**src/rtl/panda_if_stage.sv**
```systemverilog
`default_nettype none
// ============================================================================
//  Module   : panda_if_stage
//  Purpose  : Instruction-fetch stage. Issues word-aligned fetch requests
//             under a two-slot credit budget, buffers returned instructions
//             in a 2-entry {instr, pc} FIFO that forms the IF/ID register,
//             and drops responses made stale by a branch/jump redirect.
//  Ports    : clk_i, rst_i (async, active-high)
//             instr_req_o / instr_addr_o / instr_gnt_i         request channel
//             instr_rvalid_i / instr_rdata_i                   in-order response
//             redirect_i / redirect_addr_i                     flush + new target
//             ready_i / valid_o / instr_o / pc_o / pc_inc_o    IF/ID handshake
//  Revision : 1.0  initial release
// ============================================================================
module panda_if_stage #(
   parameter logic [31:0] BOOT_ADDR = 32'h0000_0000
) (
   input  logic        clk_i,
   input  logic        rst_i,
   output logic        instr_req_o,
   output logic [31:0] instr_addr_o,
   input  logic        instr_gnt_i,
   input  logic        instr_rvalid_i,
   input  logic [31:0] instr_rdata_i,
   input  logic        redirect_i,
   input  logic [31:0] redirect_addr_i,
   input  logic        ready_i,
   output logic        valid_o,
   output logic [31:0] instr_o,
   output logic [31:0] pc_o,
   output logic [31:0] pc_inc_o
);

   localparam logic [1:0] ST_IDLE = 2'd0;
   localparam logic [1:0] ST_RUN  = 2'd1;
   localparam logic [1:0] ST_HOLD = 2'd2;

   logic [1:0]  state_q,      state_d;
   logic [31:0] fetch_pc_q,   fetch_pc_d;
   logic [31:0] hold_addr_q,  hold_addr_d;
   logic        hold_redir_q, hold_redir_d;
   logic [1:0]  out_cnt_q,    out_cnt_d;
   logic [1:0]  discard_q,    discard_d;
   logic [1:0]  fifo_cnt_q,   fifo_cnt_d;
   logic        rd_ptr_q,     rd_ptr_d;
   logic        wr_ptr_q,     wr_ptr_d;
   logic [31:0] fifo_instr_q [2];
   logic [31:0] fifo_instr_d [2];
   logic [31:0] fifo_pc_q    [2];
   logic [31:0] fifo_pc_d    [2];

   logic        credit_ok;
   logic        granted;
   logic        drop;
   logic        late_drop;
   logic        push;
   logic        pop;
   logic [31:0] push_pc;
   logic [31:0] head_pc;

   // Credit uses registered counts only: a pop in this cycle does not free
   // a slot until the next one, which bounds outstanding + buffered to 2.
   assign credit_ok    = ({1'b0, out_cnt_q} + {1'b0, fifo_cnt_q}) < 3'd2;
   assign instr_req_o  = ((state_q == ST_RUN) && credit_ok) || (state_q == ST_HOLD);
   // While held, the address is frozen even if a redirect reloads fetch_pc.
   assign instr_addr_o = (state_q == ST_HOLD) ? hold_addr_q : fetch_pc_q;
   assign granted      = instr_req_o && instr_gnt_i;

   // A held request whose target was superseded by a redirect becomes a
   // discard only once it is actually granted.
   assign late_drop = granted && (state_q == ST_HOLD) && hold_redir_q;
   assign drop      = instr_rvalid_i && (discard_q != 2'd0);
   assign push      = instr_rvalid_i && (discard_q == 2'd0) && !redirect_i;
   assign valid_o   = (fifo_cnt_q != 2'd0);
   assign pop       = valid_o && ready_i && !redirect_i;

   // With nothing pending discard, every outstanding request was issued
   // contiguously from fetch_pc backwards, so the oldest one (the one now
   // returning) sits out_cnt words behind fetch_pc.
   assign push_pc = fetch_pc_q - {28'd0, out_cnt_q, 2'b00};

   assign head_pc  = fifo_pc_q[rd_ptr_q];
   assign instr_o  = valid_o ? fifo_instr_q[rd_ptr_q] : 32'd0;
   assign pc_o     = valid_o ? head_pc : 32'd0;
   assign pc_inc_o = valid_o ? (head_pc + 32'd4) : 32'd0;

   // Fetch control: state, fetch PC, hold bookkeeping, request counters.
   always_comb begin
      state_d      = state_q;
      fetch_pc_d   = fetch_pc_q;
      hold_addr_d  = hold_addr_q;
      hold_redir_d = 1'b0;
      out_cnt_d    = out_cnt_q + {1'b0, granted} - {1'b0, instr_rvalid_i};
      discard_d    = discard_q - {1'b0, drop} + {1'b0, late_drop};

      case (state_q)
         ST_IDLE: state_d = ST_RUN;
         ST_RUN:  if (instr_req_o && !instr_gnt_i) state_d = ST_HOLD;
         ST_HOLD: if (instr_gnt_i) state_d = ST_RUN;
         default: state_d = ST_IDLE;
      endcase

      if (instr_req_o && !instr_gnt_i) begin
         hold_addr_d  = instr_addr_o;
         hold_redir_d = ((state_q == ST_HOLD) && hold_redir_q) || redirect_i;
      end

      if (redirect_i) begin
         fetch_pc_d = {redirect_addr_i[31:2], 2'b00};
         // Everything still in flight after this cycle is stale, including a
         // request granted right now (it was issued to the old stream).
         discard_d  = out_cnt_q - {1'b0, instr_rvalid_i} + {1'b0, granted};
      end else if (granted && !((state_q == ST_HOLD) && hold_redir_q)) begin
         fetch_pc_d = fetch_pc_q + 32'd4;
      end
   end

   // IF/ID FIFO; a redirect flushes it ahead of any push or pop.
   always_comb begin
      fifo_cnt_d   = fifo_cnt_q;
      rd_ptr_d     = rd_ptr_q;
      wr_ptr_d     = wr_ptr_q;
      fifo_instr_d = fifo_instr_q;
      fifo_pc_d    = fifo_pc_q;

      if (redirect_i) begin
         fifo_cnt_d = 2'd0;
         rd_ptr_d   = 1'b0;
         wr_ptr_d   = 1'b0;
      end else begin
         if (push) begin
            fifo_instr_d[wr_ptr_q] = instr_rdata_i;
            fifo_pc_d[wr_ptr_q]    = push_pc;
            wr_ptr_d               = ~wr_ptr_q;
         end
         if (pop) begin
            rd_ptr_d = ~rd_ptr_q;
         end
         fifo_cnt_d = fifo_cnt_q + {1'b0, push} - {1'b0, pop};
      end
   end

   always_ff @(posedge clk_i or posedge rst_i) begin
      if (rst_i) begin
         state_q         <= ST_IDLE;
         fetch_pc_q      <= BOOT_ADDR;
         hold_addr_q     <= BOOT_ADDR;
         hold_redir_q    <= 1'b0;
         out_cnt_q       <= 2'd0;
         discard_q       <= 2'd0;
         fifo_cnt_q      <= 2'd0;
         rd_ptr_q        <= 1'b0;
         wr_ptr_q        <= 1'b0;
         fifo_instr_q[0] <= 32'd0;
         fifo_instr_q[1] <= 32'd0;
         fifo_pc_q[0]    <= 32'd0;
         fifo_pc_q[1]    <= 32'd0;
      end else begin
         state_q         <= state_d;
         fetch_pc_q      <= fetch_pc_d;
         hold_addr_q     <= hold_addr_d;
         hold_redir_q    <= hold_redir_d;
         out_cnt_q       <= out_cnt_d;
         discard_q       <= discard_d;
         fifo_cnt_q      <= fifo_cnt_d;
         rd_ptr_q        <= rd_ptr_d;
         wr_ptr_q        <= wr_ptr_d;
         fifo_instr_q    <= fifo_instr_d;
         fifo_pc_q       <= fifo_pc_d;
      end
   end

`ifndef SYNTHESIS
   // The credit rule keeps a full FIFO from ever receiving a response.
   always @(posedge clk_i) begin
      if (!rst_i) begin
         assert (!(push && (fifo_cnt_q == 2'd2)));
      end
   end
`endif

endmodule
`default_nettype wire

```
**config.mk**
```make
export PLATFORM = sky130hd
export DESIGN_NAME = panda_if_stage
export DESIGN_NICKNAME = d
export VERILOG_FILES = /design/src/rtl/panda_if_stage.sv
export SDC_FILE = /design/constraint.sdc
export NUM_CORES = 1
export LEC_CHECK = 0
export BUFFER_PORTS_ARGS = -buffer_cell sky130_fd_sc_hd__buf_2
export CAP_MARGIN = 20
export CORE_AREA = 5 5 197 199
export CTS_CLUSTER_DIAMETER = 60
export CTS_CLUSTER_SIZE = 25
export DETAILED_ROUTE_END_ITERATION = 10
export DIE_AREA = 0 0 202 204
export PLACE_DENSITY = 0.47
export SLEW_MARGIN = 25
export SYNTH_ARGS = -nofsm -noshare
export SYNTH_HDL_FRONTEND = slang
export SYNTH_SLANG_ARGS = --single-unit
export TNS_END_PERCENT = 5
```
**constraint.sdc**
```tcl
create_clock -name clk_i -period 8.3 [get_ports clk_i]
set_input_delay 0.83 -clock clk_i [delete_from_list [all_inputs] [get_ports clk_i]]
set_output_delay 0.83 -clock clk_i [all_outputs]
set_load 0.02 [all_outputs]
```
==> results.md, run 1 <==
- Outcome: complete, no violations
- Gpl congestion: roughly 0.80
- EDFF count, synth: 0
- Starting Density: between 20% and 30%
- Cell row count: between 70 and 80
- Internal power: about 2.5 mW
- Worst path cell trace: buf_4, nand4_1, a22oi_1, buf_4, nand2_1, nor4_1, mux2_2, buf_2
- DRC: 0
- Ports: 200
- Area occupied by multi-input gates: between 5000 and 6000 sq um
- Fin. max-slew vios: 0
- Max Cap Viol: 0
- XOR/XNOR Fraction of Synth Area: ~6.4%
- Clock share of power: 19.6%
- Core area: ~37000 sq um
- H-tree depth: 4
- Crit-path slowest cell: dfrtp_4
- DIE WIDTH: 202 microns
- WL/cell: about 17 microns
- Layout cells sized above 1: between 20% and 30%
- NetSw: 1.692 mW
- HPWL Detailed: 21350 microns
- Final hold slack: ~0.48 ns
- Die area: slightly above 40000 sq um
- Startpoint Class: flip-flop
- Synth Area in Compound Gates: 6.641%
- Worst-Margin Slew: about 0.92 ns
- Static Leak: 5.674 nW
- Flops & latches, synth: slightly below 200
- Nets: between 1000 and 1500
- Crit path buf inv count: 3
- Main combinational cell family by area after synthesis: simple AND/OR/NAND/NOR gates
- Initial antenna violation count: 0
- Synth Warn #: 0
- Slowest cell delay on critical path: 0.84 ns
- Worst Path Required: roughly 7.5 ns
- First-pass GRT wire length: 48040 microns
- Maximum VDD drop: between 0.15 and 0.2 mV
- Worst min path class: reg2reg
- Final setup margin: between 3 and 4 ns
- Period minus WS final: 4.649 ns
- CTS tree: yes
- Mapped cell area: ~11000 sq um
- Prevailing post-synth register cell: dfrtp_1
- Distinct cells, synth: 50
- Switch share: about two fifths
- Reg power frac: about two fifths
- Avg Cell Area, Syn: approximately 9.5 sq um
- Clock sinks: a little under 200
- Final WL: approximately 30000 microns
- Combinational Power Share: around 41%
- Slew HR: between 30% and 40%
- Seq/Total Area, Yosys: a little under half
- Async SR Flop Fraction: between 90% and 100%
- Register Area: approximately 5000 sq um
- Post-Syn Instances: between 1000 and 1500
- Cell repeated most along the worst path: buf_4
- Pre-CTS setup slack: approximately 4.0 ns
- Hold Buf Count CTS: 0
- CP top delay family: buffers and inverters
- Longest Clk Path Bufs: 2
- Die span in y: 204 microns
- Postcts setup bufs: 0
- Setup_tns: 0 ns
- Endpoint type of the worst setup path: output pin
- Port Buffers: roughly 190
- Setup CP Type: reg2out
- Drt initial violations: between 400 and 500
- Crit path max fanout: between 50 and 60
- Root Buffer Master: clkbuf_16
- CP arrival: between 3 and 4 ns
- Total CTS buffers: 17
- Worst-Skew Late Latency: roughly 0.45 ns
- Final hold violation count: 0
- GRT Overall Usage: approximately 15%
- Ant diodes: 0
- CTS clk-pin slew, worst paths: approximately 0.070 ns
- Vias: around 8400
- CTS-repair resized insts: 0
- Largest net degree at the start of global routing: about 130
- Final Cycle Share: 56.01%
- Post-synthesis simple-gate area fraction: between 15 and 20%
- Post-synthesis mux area share: about 17%
- Area grow syn2layout: 17.62%
- Post-Synth Adder-Cell Area: roughly 1.5%
- DRT Pass-1 Iters: 4
- Endpoints failing setup: 0
- Pwr/cell area: between 300 and 400 nW/um^2
- Vias in the first global route: 8460
- Vias/cell: approximately 4.8
- Filler Cell Count: around 3900
- Max Fclk: around 220 MHz
- GRT overflow: 0
- ANT nets after route: 0
- RSZ-0062 raised after global routing: false
- Clock Skew: roughly 0.013 ns
## cell families after synthesis
logic type,after synthesis
buf+inv,101
fa+ha+maj,12
xor+xnor,80
simple gates,455
flops,197
mux,168
compound gates,125
other cells,1
## Yosys cell counts (10+ instances only)
cell / instances / area, sq um
mux2_2: 107 / 1205
clkbuf_1: 55 / 206.5
nand2_1: 180 / 675.7
o21ai_0: 63 / 315.3
nand3_1: 33 / 165.2
mux2i_1: 61 / 610.6
xnor2_1: 45 / 394.1
a21oi_1: 37 / 185.2
nor2_1: 123 / 461.7
xor2_1: 35 / 306.5
dfrtp_1: 197 / 4930
nand4_1: 30 / 187.7
and2_1: 13 / 81.33
nor3_1: 22 / 110.1
buf_2: 20 / 100.1
ha_1: 10 / 125.1
inv_1: 14 / 52.55
nor4_1: 10 / 62.56
## area by class of cell
class	count	area share (%)
repair buffers	207	8.504
inverters	14	0.4697
well taps	474	4.638
clock buffers	19	3.542
flip-flops and latches	197	38.59
clock inverters	13	0.9296
multi-input cells	844	43.33
## per-stage QoR
stage                     utilization [%]  cell area (sq um)  instances  power (mW)
after floorplan                         -              10880       1142       2.874
after global placement              32.91              12190       1735       3.373
after detailed placement            32.91              12190       1735       3.411
after CTS                           34.45              12760       1767       4.250
after global routing                34.52              12790       1768       4.499
final                               34.52              12790       1768       4.177
## placed cells by master, fill, tap and decap left out, types with 4 or more instances in the layout
| master | synthesis | routed |
|---|---|---|
| clkinv_4 | 0 | 4 |
| nand3_1 | 33 | 33 |
| nor4_1 | 10 | 10 |
| inv_1 | 14 | 13 |
| nand3b_1 | 8 | 8 |
| or3_1 | 6 | 6 |
| nand4_1 | 30 | 30 |
| buf_4 | 5 | 12 |
| and2_1 | 13 | 13 |
| mux2i_1 | 61 | 61 |
| inv_8 | 0 | 5 |
| buf_2 | 20 | 193 |
| nor2_1 | 123 | 121 |
| mux2_2 | 107 | 107 |
| conb_1 | 1 | 4 |
| clkinvlp_4 | 0 | 4 |
| dfrtp_1 | 197 | 196 |
| o31ai_1 | 5 | 5 |
| xor2_1 | 35 | 35 |
| nor3_1 | 22 | 22 |
| ha_1 | 10 | 10 |
| nand4b_1 | 7 | 7 |
| o21ai_0 | 63 | 63 |
| a21oi_1 | 37 | 36 |
| xnor2_1 | 45 | 45 |
| nand2_1 | 180 | 180 |
| clkbuf_16 | 0 | 17 |
## metal layers
layer  wire length (microns)  global-route usage [%]
met1                   15510                   21.50
met2                   12920                   21.68
met3                    1208                   3.316
met4                     344                   3.369
met5                       0                       0
## power groups by stage
stage | Clock (mW) | Sequential (mW) | Combinational, mW
global placement | 0 | 1.65 | 1.72
floorplan | 0 | 1.55 | 1.33
CTS | 0.854 | 1.65 | 1.75
detailed placement | 0 | 1.67 | 1.74
finish | 0.821 | 1.65 | 1.71
global route | 0.886 | 1.71 | 1.90
## sequential cells by signal (all words and copies together) (netlist names)
signal	flops
fifo_instr_q	64
rd_ptr_q	1
hold_redir_q	1
hold_addr_q	32
wr_ptr_q	1
fifo_cnt_q	2
out_cnt_q	2
state_q	2
fifo_pc_q	60
discard_q	2
fetch_pc_q	30
## path summary, 6_finish.rpt
path / slack [ns] / endpoint / start / cells past startpoint
worst max-delay path: 3.65 / pc_inc_o[31] / rd_ptr_q$_DFFE_PP0P_ / 8
worst min-delay path: 0.48 / hold_addr_q[0]$_DFFE_PP0P_ / hold_addr_q[0]$_DFFE_PP0P_ / 1
worst max register to register: 4.97 / fetch_pc_q[31]$_DFFE_PP0P_ / fifo_cnt_q[0]$_DFF_PP0_ / 7
worst min register to register: 0.48 / hold_addr_q[0]$_DFFE_PP0P_ / hold_addr_q[0]$_DFFE_PP0P_ / 1
max in group asynchronous: 6.56 / hold_addr_q[21]$_DFFE_PP0P_ / rst_i / 3
min in group asynchronous: 0.57 / fifo_pc_q[2]$_DFFE_PP0P_ / rst_i / 2
## worst reg2reg max path: stages (launching register included)
cell	delay (ns)
dfrtp_1	0.44
and2_1	0.19
fa_1	0.45
or4b_1	0.69
a2111oi_4	0.74
nand4_1	0.26
xnor2_1	0.19
mux2_2	0.26
Power figures use the tool's default switching activity.
==> run 2: changes to the inputs <==
==> constraint.sdc (replaced) <==
create_clock -name clk_i -period 4.8 [get_ports clk_i]
set_input_delay 0.48 -clock clk_i [delete_from_list [all_inputs] [get_ports clk_i]]
set_output_delay 0.48 -clock clk_i [all_outputs]
set_load 0.02 [all_outputs]
==> run 2 against run 1 <==
Net effect:
- critical path depth decreased by 2
- setup slack got worse by 2.7 ns
- cell count increased by 0.17%
- sequential cell count unchanged
- non-clock buffer count increased by 3
- sequential share of layout area decreased by 0.13 points
==> results.md, run 2 (synthesized netlist as in run 1, its figures left out) <==
- Worst min path class: in2async (was reg2reg)
- Slowest cell delay on critical path: 0.92 ns (was 0.84 ns)
- Port Buffers: 193 (unchanged)
- Clock sinks: 197 (unchanged)
- Commonest cells after routing, fill and taps aside: dfrtp_1, buf_2, nand2_1 (unchanged)
- Final Cell Area: 12830 sq um (was 12790 sq um)
- DRT Pass-1 Iters: 4 (unchanged)
- Area occupied by multi-input gates: 5545 sq um (was 5540 sq um)
- Final hold violation count: 0 (unchanged)
- Final WL: 30250 microns (was 29980 microns)
- Largest net degree at the start of global routing: 82 (was 129)
- Die span in y: 204 microns (unchanged)
- Gpl congestion: 0.7800 (was 0.8028)
- Worst Path Required: 4.32 ns (was 7.47 ns)
- Starting Density: 29.34% (unchanged)
- Clock Skew: 0.01077 ns (was 0.01313 ns)
- Worst-Skew Late Latency: 0.44 ns (was 0.45 ns)
- DRC: 0 (unchanged)
- CP arrival: 3.42 ns (was 3.82 ns)
- Max FFs per register: 64 (unchanged)
- Die area: 41210 sq um (unchanged)
- Startpoint Class: flip-flop (unchanged)
- Endpoints failing setup: 0 (unchanged)
- Worst-Margin Slew: 0.9371 ns (was 0.9184 ns)
- Endpoint type of the worst setup path: output pin (unchanged)
- Final hold slack: 0.1438 ns (was 0.4806 ns)
- Period minus WS final: approximately 4 ns
- CP Depth: 6 (was 8)
- Crit path max fanout: 64 (was 54)
- GRT Overall Usage: 14.79% (was 14.54%)
- First-pass GRT wire length: 48910 microns (was 48040 microns)
- Max Cap Viol: 0 (unchanged)
- CTS clk-pin slew, worst paths: 0.07 ns (about the same)
- Outcome: complete, no violations (unchanged)
- Layout cells sized above 1: 28.22% (was 28.21%)
- DP Area: 12220 sq um (was 12190 sq um)
- Pwr/cell area: 570.9 nW/um^2 (was 326.7 nW/um^2)
- HPWL Detailed: 21960 microns (was 21350 microns)
- Nets: 1366 (was 1363)
- Final Cycle Share: 81.16%
- CTS-repair resized insts: 0 (unchanged)
- Drt initial violations: 466 (was 436)
- Static Leak: 5.693 nW (was 5.674 nW)
- H-tree depth: 4 (unchanged)
- Largest reg by FF count: fifo_instr_q (unchanged)
- Postcts setup bufs: 0 (unchanged)
- Area grow syn2layout: 18.02% (was 17.62%)
- Most common library cell in the layout ignoring fill and taps: dfrtp_1 (unchanged)
- WL/cell: 17.08 microns (was 16.96 microns)
- Ant diodes: 0 (unchanged)
- Initial antenna violation count: 0 (unchanged)
- Maximum VDD drop: 0.2774 mV (was 0.1652 mV)
- Register Area: 4933 sq um (unchanged)
- Core area: 37040 sq um (unchanged)
- GRT overflow: 0 (unchanged)
- CTS tree: yes (unchanged)
- Root Buffer Master: clkbuf_16 (unchanged)
- Fin. max-slew vios: 0 (unchanged)
- Slew HR: 37.53% (was 38.65%)
- Register-to-Register Path Depth: 7 (unchanged)
- Longest Clk Path Bufs: 2 (unchanged)
- Total CTS buffers: 17 (unchanged)
- Vias in the first global route: 8568 (was 8460)
- Ports: 200 (unchanged)
- Cells after DPL: 1739 (was 1735)
- Crit path buf inv count: 1 (was 3)
- RSZ-0062 raised after global routing: false (unchanged)
- CP top delay family: flip-flops (was buffers and inverters)
- Filler Cell Count: 3892 (was 3905)
- Cell row count: 71 (unchanged)
- Final Non-Filler Cells: 1771 (was 1768)
- Setup_tns: 0 ns (unchanged)
- Crit-path slowest cell: dfrtp_4 (unchanged)
- Final setup margin: 0.9041 ns (was 3.651 ns)
- Pre-CTS setup slack: 1.350 ns (was 3.999 ns)
- Hold Buf Count CTS: 0 (unchanged)
- DIE WIDTH: 202 microns (unchanged)
- Vias: 8485 (was 8426)
- ANT nets after route: 0 (unchanged)
- Vias/cell: 4.791 (was 4.766)
- Worst path cell trace: nand4_1, a22oi_2, nand2_1, nor4_1, mux2_2, buf_2 (was buf_4, nand4_1, a22oi_1, buf_4, nand2_1, nor4_1, mux2_2, buf_2)
- Setup CP Type: reg2out (unchanged)
- Regs by FF count: fifo_instr_q (64), fifo_pc_q (60), hold_addr_q (32) (unchanged)
- Max Fclk: between 200 and 300 MHz
## run 2: layout make-up
type	instances	share of cell area (%)
multi-input cells	844	43.22
flip-flops and latches	197	38.45
repair buffers	210	8.524
well taps	474	4.623
clock buffers	22	3.618
clock inverters	10	1.122
inverters	14	0.4389
## run 2: metal layers
| layer | vias to the layer above | global-route usage, % | part of all wire, % |
|---|---|---|---|
| met5 | - | 0 | 0 |
| met4 | 0 | 2.637 | 0.75 |
| met3 | 12 | 3.491 | 4.9 |
| met2 | 179 | 22.83 | 44 |
| met1 | 4120 | 21.46 | 50 |
| li1 | 4174 | - | - |
## run 2: metrics by stage
step	util [%]	power, mW
final	34.63	7.324
after global routing	34.63	7.897
after CTS	34.63	7.465
after detailed placement	32.99	5.918
after global placement	32.98	5.844
after floorplan	-	4.970
## run 2: worst paths after layout
check | startpoint | to | slack (ns)
max reg2reg | fifo_cnt_q[0]$_DFF_PP0_ | fetch_pc_q[31]$_DFFE_PP0P_ | 1.49
min reg2reg | hold_addr_q[0]$_DFFE_PP0P_ | hold_addr_q[0]$_DFFE_PP0P_ | 0.48
max in group asynchronous | rst_i | fifo_instr_q[8]$_DFFE_PP0P_ | 3.41
min | rst_i | fifo_cnt_q[0]$_DFF_PP0_ | 0.14
min in group clk_i | redirect_addr_i[12] | fetch_pc_q[12]$_DFFE_PP0P_ | 0.25
max | rd_ptr_q$_DFFE_PP0P_ | pc_inc_o[31] | 0.90
## run 2: report_power, final
part	internal [mW]	total, mW	switching (mW)
clock network	0.853	1.50	0.651
registers	2.33	2.85	0.519
logic	1.26	2.97	1.71
==> run 3: changes to the inputs <==
--- a/config.mk
+++ b/config.mk
@@ -12,7 +12,7 @@
 export CTS_CLUSTER_SIZE = 25
 export DETAILED_ROUTE_END_ITERATION = 10
 export DIE_AREA = 0 0 202 204
-export PLACE_DENSITY = 0.47
+export PLACE_DENSITY = 0.49
 export SLEW_MARGIN = 25
 export SYNTH_ARGS = -nofsm -noshare
 export SYNTH_HDL_FRONTEND = slang
==> constraint.sdc (replaced) <==
create_clock -name clk_i -period 3.52 [get_ports clk_i]
set_input_delay 0.352 -clock clk_i [delete_from_list [all_inputs] [get_ports clk_i]]
set_output_delay 0.352 -clock clk_i [all_outputs]
set_load 0.02 [all_outputs]
==> run 3 against run 2 <==
Net effect:
- count of clock-buffer cells in the layout decreased by 5
- sequential share of layout area decreased by 0.26 points
- highest routed layer unchanged
- clock skew increased by 0.0065 ns
- via count decreased by 0.59%
- largest power group unchanged
- first-iteration DRC count unchanged
- global-route usage decreased by 0.30 points
- cell count increased by 0.45%
- non-clock buffer count increased by 7
- critical path depth increased by 1
- setup slack got worse by 0.68 ns
==> results.md, run 3 (synthesized netlist as in run 1, its figures left out) <==
- DIE WIDTH: 202 microns (unchanged)
- NetSw: 4.052 mW (was 2.880 mW)
- Total CTS buffers: 17 (unchanged)
- ANT nets after route: 0 (unchanged)
- Crit-path slowest cell: dfrtp_4 (unchanged)
- Cell row count: 71 (unchanged)
- Root Buffer Master: clkbuf_16 (unchanged)
- Final WL: 29980 microns (was 30250 microns)
- Period minus WS final: 3.297 ns
- Setup_tns: 0 ns (unchanged)
- Worst-Skew Late Latency: 0.45 ns (was 0.44 ns)
- Final setup margin: 0.2226 ns (was 0.9041 ns)
- DRC: 0 (unchanged)
- Pwr/cell area: 768.7 nW/um^2 (was 570.9 nW/um^2)
- CTS clk-pin slew, worst paths: 0.08 ns (was 0.07 ns)
- Die span in y: 204 microns (unchanged)
- Cells after DPL: 1746 (was 1739)
- Longest Clk Path Bufs: 2 (unchanged)
- Most common library cell in the layout ignoring fill and taps: dfrtp_1 (unchanged)
- Commonest cells after routing, fill and taps aside: dfrtp_1, buf_2, nand2_1 (unchanged)
- Largest net degree at the start of global routing: 134 (was 82)
- Vias: 8435 (was 8485)
- Gpl congestion: 0.7649 (was 0.7800)
- Hold Buf Count CTS: 0 (unchanged)
- GRT Overall Usage: 14.49% (was 14.79%)
- Slowest cell delay on critical path: 0.64 ns (was 0.92 ns)
- Setup CP Type: reg2out (unchanged)
- Area grow syn2layout: 18.82% (was 18.02%)
- RR Startpoint: fifo_cnt_q[0]$_DFF_PP0_ (unchanged)
- Crit path max fanout: 28 (was 64)
- Endpoint type of the worst setup path: output pin (unchanged)
- Reg power frac: 38.8% (was 38.9%)
- Max Used Layer: met4 (unchanged)
- Starting Density: 29.34% (unchanged)
- DRT Pass-1 Iters: 6 (was 4)
- Vias/cell: 4.741 (was 4.791)
- Worst min path class: in2async (unchanged)
- Fin. max-slew vios: 0 (unchanged)
- Metal3 WL: 1604 microns (was 1493 microns)
- Worst path cell trace: buf_4, nand3_1, a22oi_1, nand2_1, nor4_2, mux2_2, buf_2 (was nand4_1, a22oi_2, nand2_1, nor4_1, mux2_2, buf_2)
- First-pass GRT wire length: 48000 microns (was 48910 microns)
- Worst-Margin Slew: 0.9082 ns (was 0.9371 ns)
- Met2 wire len: 13360 microns (was 13430 microns)
- Flop2flop setup slack: 0.45 ns (was 1.49 ns)
- Final hold violation count: 0 (unchanged)
- Clock share of power: 19.8% (was 20.5%)
- CTS tree: yes (unchanged)
- HPWL Detailed: 21760 microns (was 21960 microns)
- Register-to-Register Path Depth: 8 (was 7)
- Largest reg by FF count: fifo_instr_q (unchanged)
- Final Cycle Share: between 90% and 100%
- Ports: 200 (unchanged)
- CP arrival: 2.95 ns (was 3.42 ns)
- Max Cap Viol: 0 (unchanged)
- Internal power: 5.876 mW (was 4.445 mW)
- Switch share: 40.81% (was 39.31%)
- Slew HR: 39.45% (was 37.53%)
- Drt initial violations: 466 (unchanged)
- Post-route core utilization: 34.87% (was 34.63%)
- WL/cell: 16.85 microns (was 17.08 microns)
- Crit Reg-Reg Endpoint: fetch_pc_q[17]$_DFFE_PP0P_ (was fetch_pc_q[31]$_DFFE_PP0P_)
- Die area: 41210 sq um (unchanged)
- Regs by FF count: fifo_instr_q (64), fifo_pc_q (60), hold_addr_q (32) (unchanged)
- Layout cells sized above 1: 28.91% (was 28.22%)
- Clock Skew: 0.01732 ns (was 0.01077 ns)
- Max FFs per register: 64 (unchanged)
- Met1 WL: 14860 microns (was 15100 microns)
- RSZ-0062 raised after global routing: false (unchanged)
- Endpoints failing setup: 0 (unchanged)
- GRT overflow: 0 (unchanged)
- Initial antenna violation count: 0 (unchanged)
- Static Leak: 5.741 nW (was 5.693 nW)
- Nets: 1373 (was 1366)
- Pre-CTS setup slack: 0.4354 ns (was 1.350 ns)
- Combinational Power Share: 41.4% (was 40.5%)
- Postcts setup bufs: 0 (unchanged)
- Maximum VDD drop: 0.3623 mV (was 0.2774 mV)
- Startpoint Class: flip-flop (unchanged)
- Overall Power: 9.928 mW (was 7.324 mW)
- CTS-repair resized insts: 0 (unchanged)
- Final Non-Filler Cells: 1779 (was 1771)
- H-tree depth: 4 (unchanged)
- Core area: 37040 sq um (unchanged)
- Port Buffers: 193 (unchanged)
- Max Fclk: 303.3 MHz
- Vias in the first global route: 8360 (was 8568)
- Clock sinks: 197 (unchanged)
- Worst Path Required: 3.17 ns (was 4.32 ns)
- Outcome: complete, no violations (unchanged)
run 3: cell type report:
cell class                 count  area [sq um]
clock inverter                15         157.7
inverter                      14         56.30
clock buffer                  17         425.4
timing repair buffer         217          1204
sequential                   197          4933
tap                          474         593.1
multi-input combinational    844          5544
antenna                        1         2.502
fill                        3803         24130
run 3: worst max path at each step:
stage	startpoint	end	slack [ns]	cells after the start
finish	rd_ptr_q$_DFFE_PP0P_	pc_inc_o[31]	0.22	7
global route	rd_ptr_q$_DFFE_PP0P_	pc_inc_o[31]	0.004	7
CTS	rd_ptr_q$_DFFE_PP0P_	pc_inc_o[28]	0.02	10
detailed placement	fifo_cnt_q[0]$_DFF_PP0_	fetch_pc_q[17]$_DFFE_PP0P_	0.44	8
global placement	fifo_cnt_q[0]$_DFF_PP0_	fetch_pc_q[17]$_DFFE_PP0P_	0.46	8
floorplan	rd_ptr_q$_DFFE_PP0P_	pc_inc_o[30]	0.11	9
run 3: metal layers:
metal | vias up | global-route usage [%]
met5 | - | 0
met4 | 0 | 2.271
met3 | 7 | 4.030
met2 | 183 | 22.18
met1 | 4044 | 20.92
li1 | 4201 | -
run 3: worst max-delay path: cells and delay by family, from the launching register on:
family                 cells  cell delay, ns
buffers and inverters      2            0.50
muxes                      1            0.37
AOI/OAI and AO/OA          1            0.28
DFF                        1            0.64
and+or+nand+nor            3            0.69
run 3: power by group through the flow:
| stage | combinational (mW) | sequential, mW | clock (mW) |
|---|---|---|---|
| final | 4.11 | 3.85 | 1.97 |
| after global routing | 4.56 | 3.99 | 2.16 |
| after CTS | 4.19 | 3.86 | 2.06 |
| after detailed placement | 4.18 | 3.91 | 0 |
| after global placement | 4.12 | 3.87 | 0 |
| after floorplan | 3.13 | 3.65 | 0 |
run 3: metrics by stage:
stage	area (sq um)	hold WS, ns
final	12920	0.1057
after global routing	12910	0.09731
after CTS	12900	0.08010
after detailed placement	12310	0.4626
after global placement	12310	0.4630
after floorplan	10890	0.4442
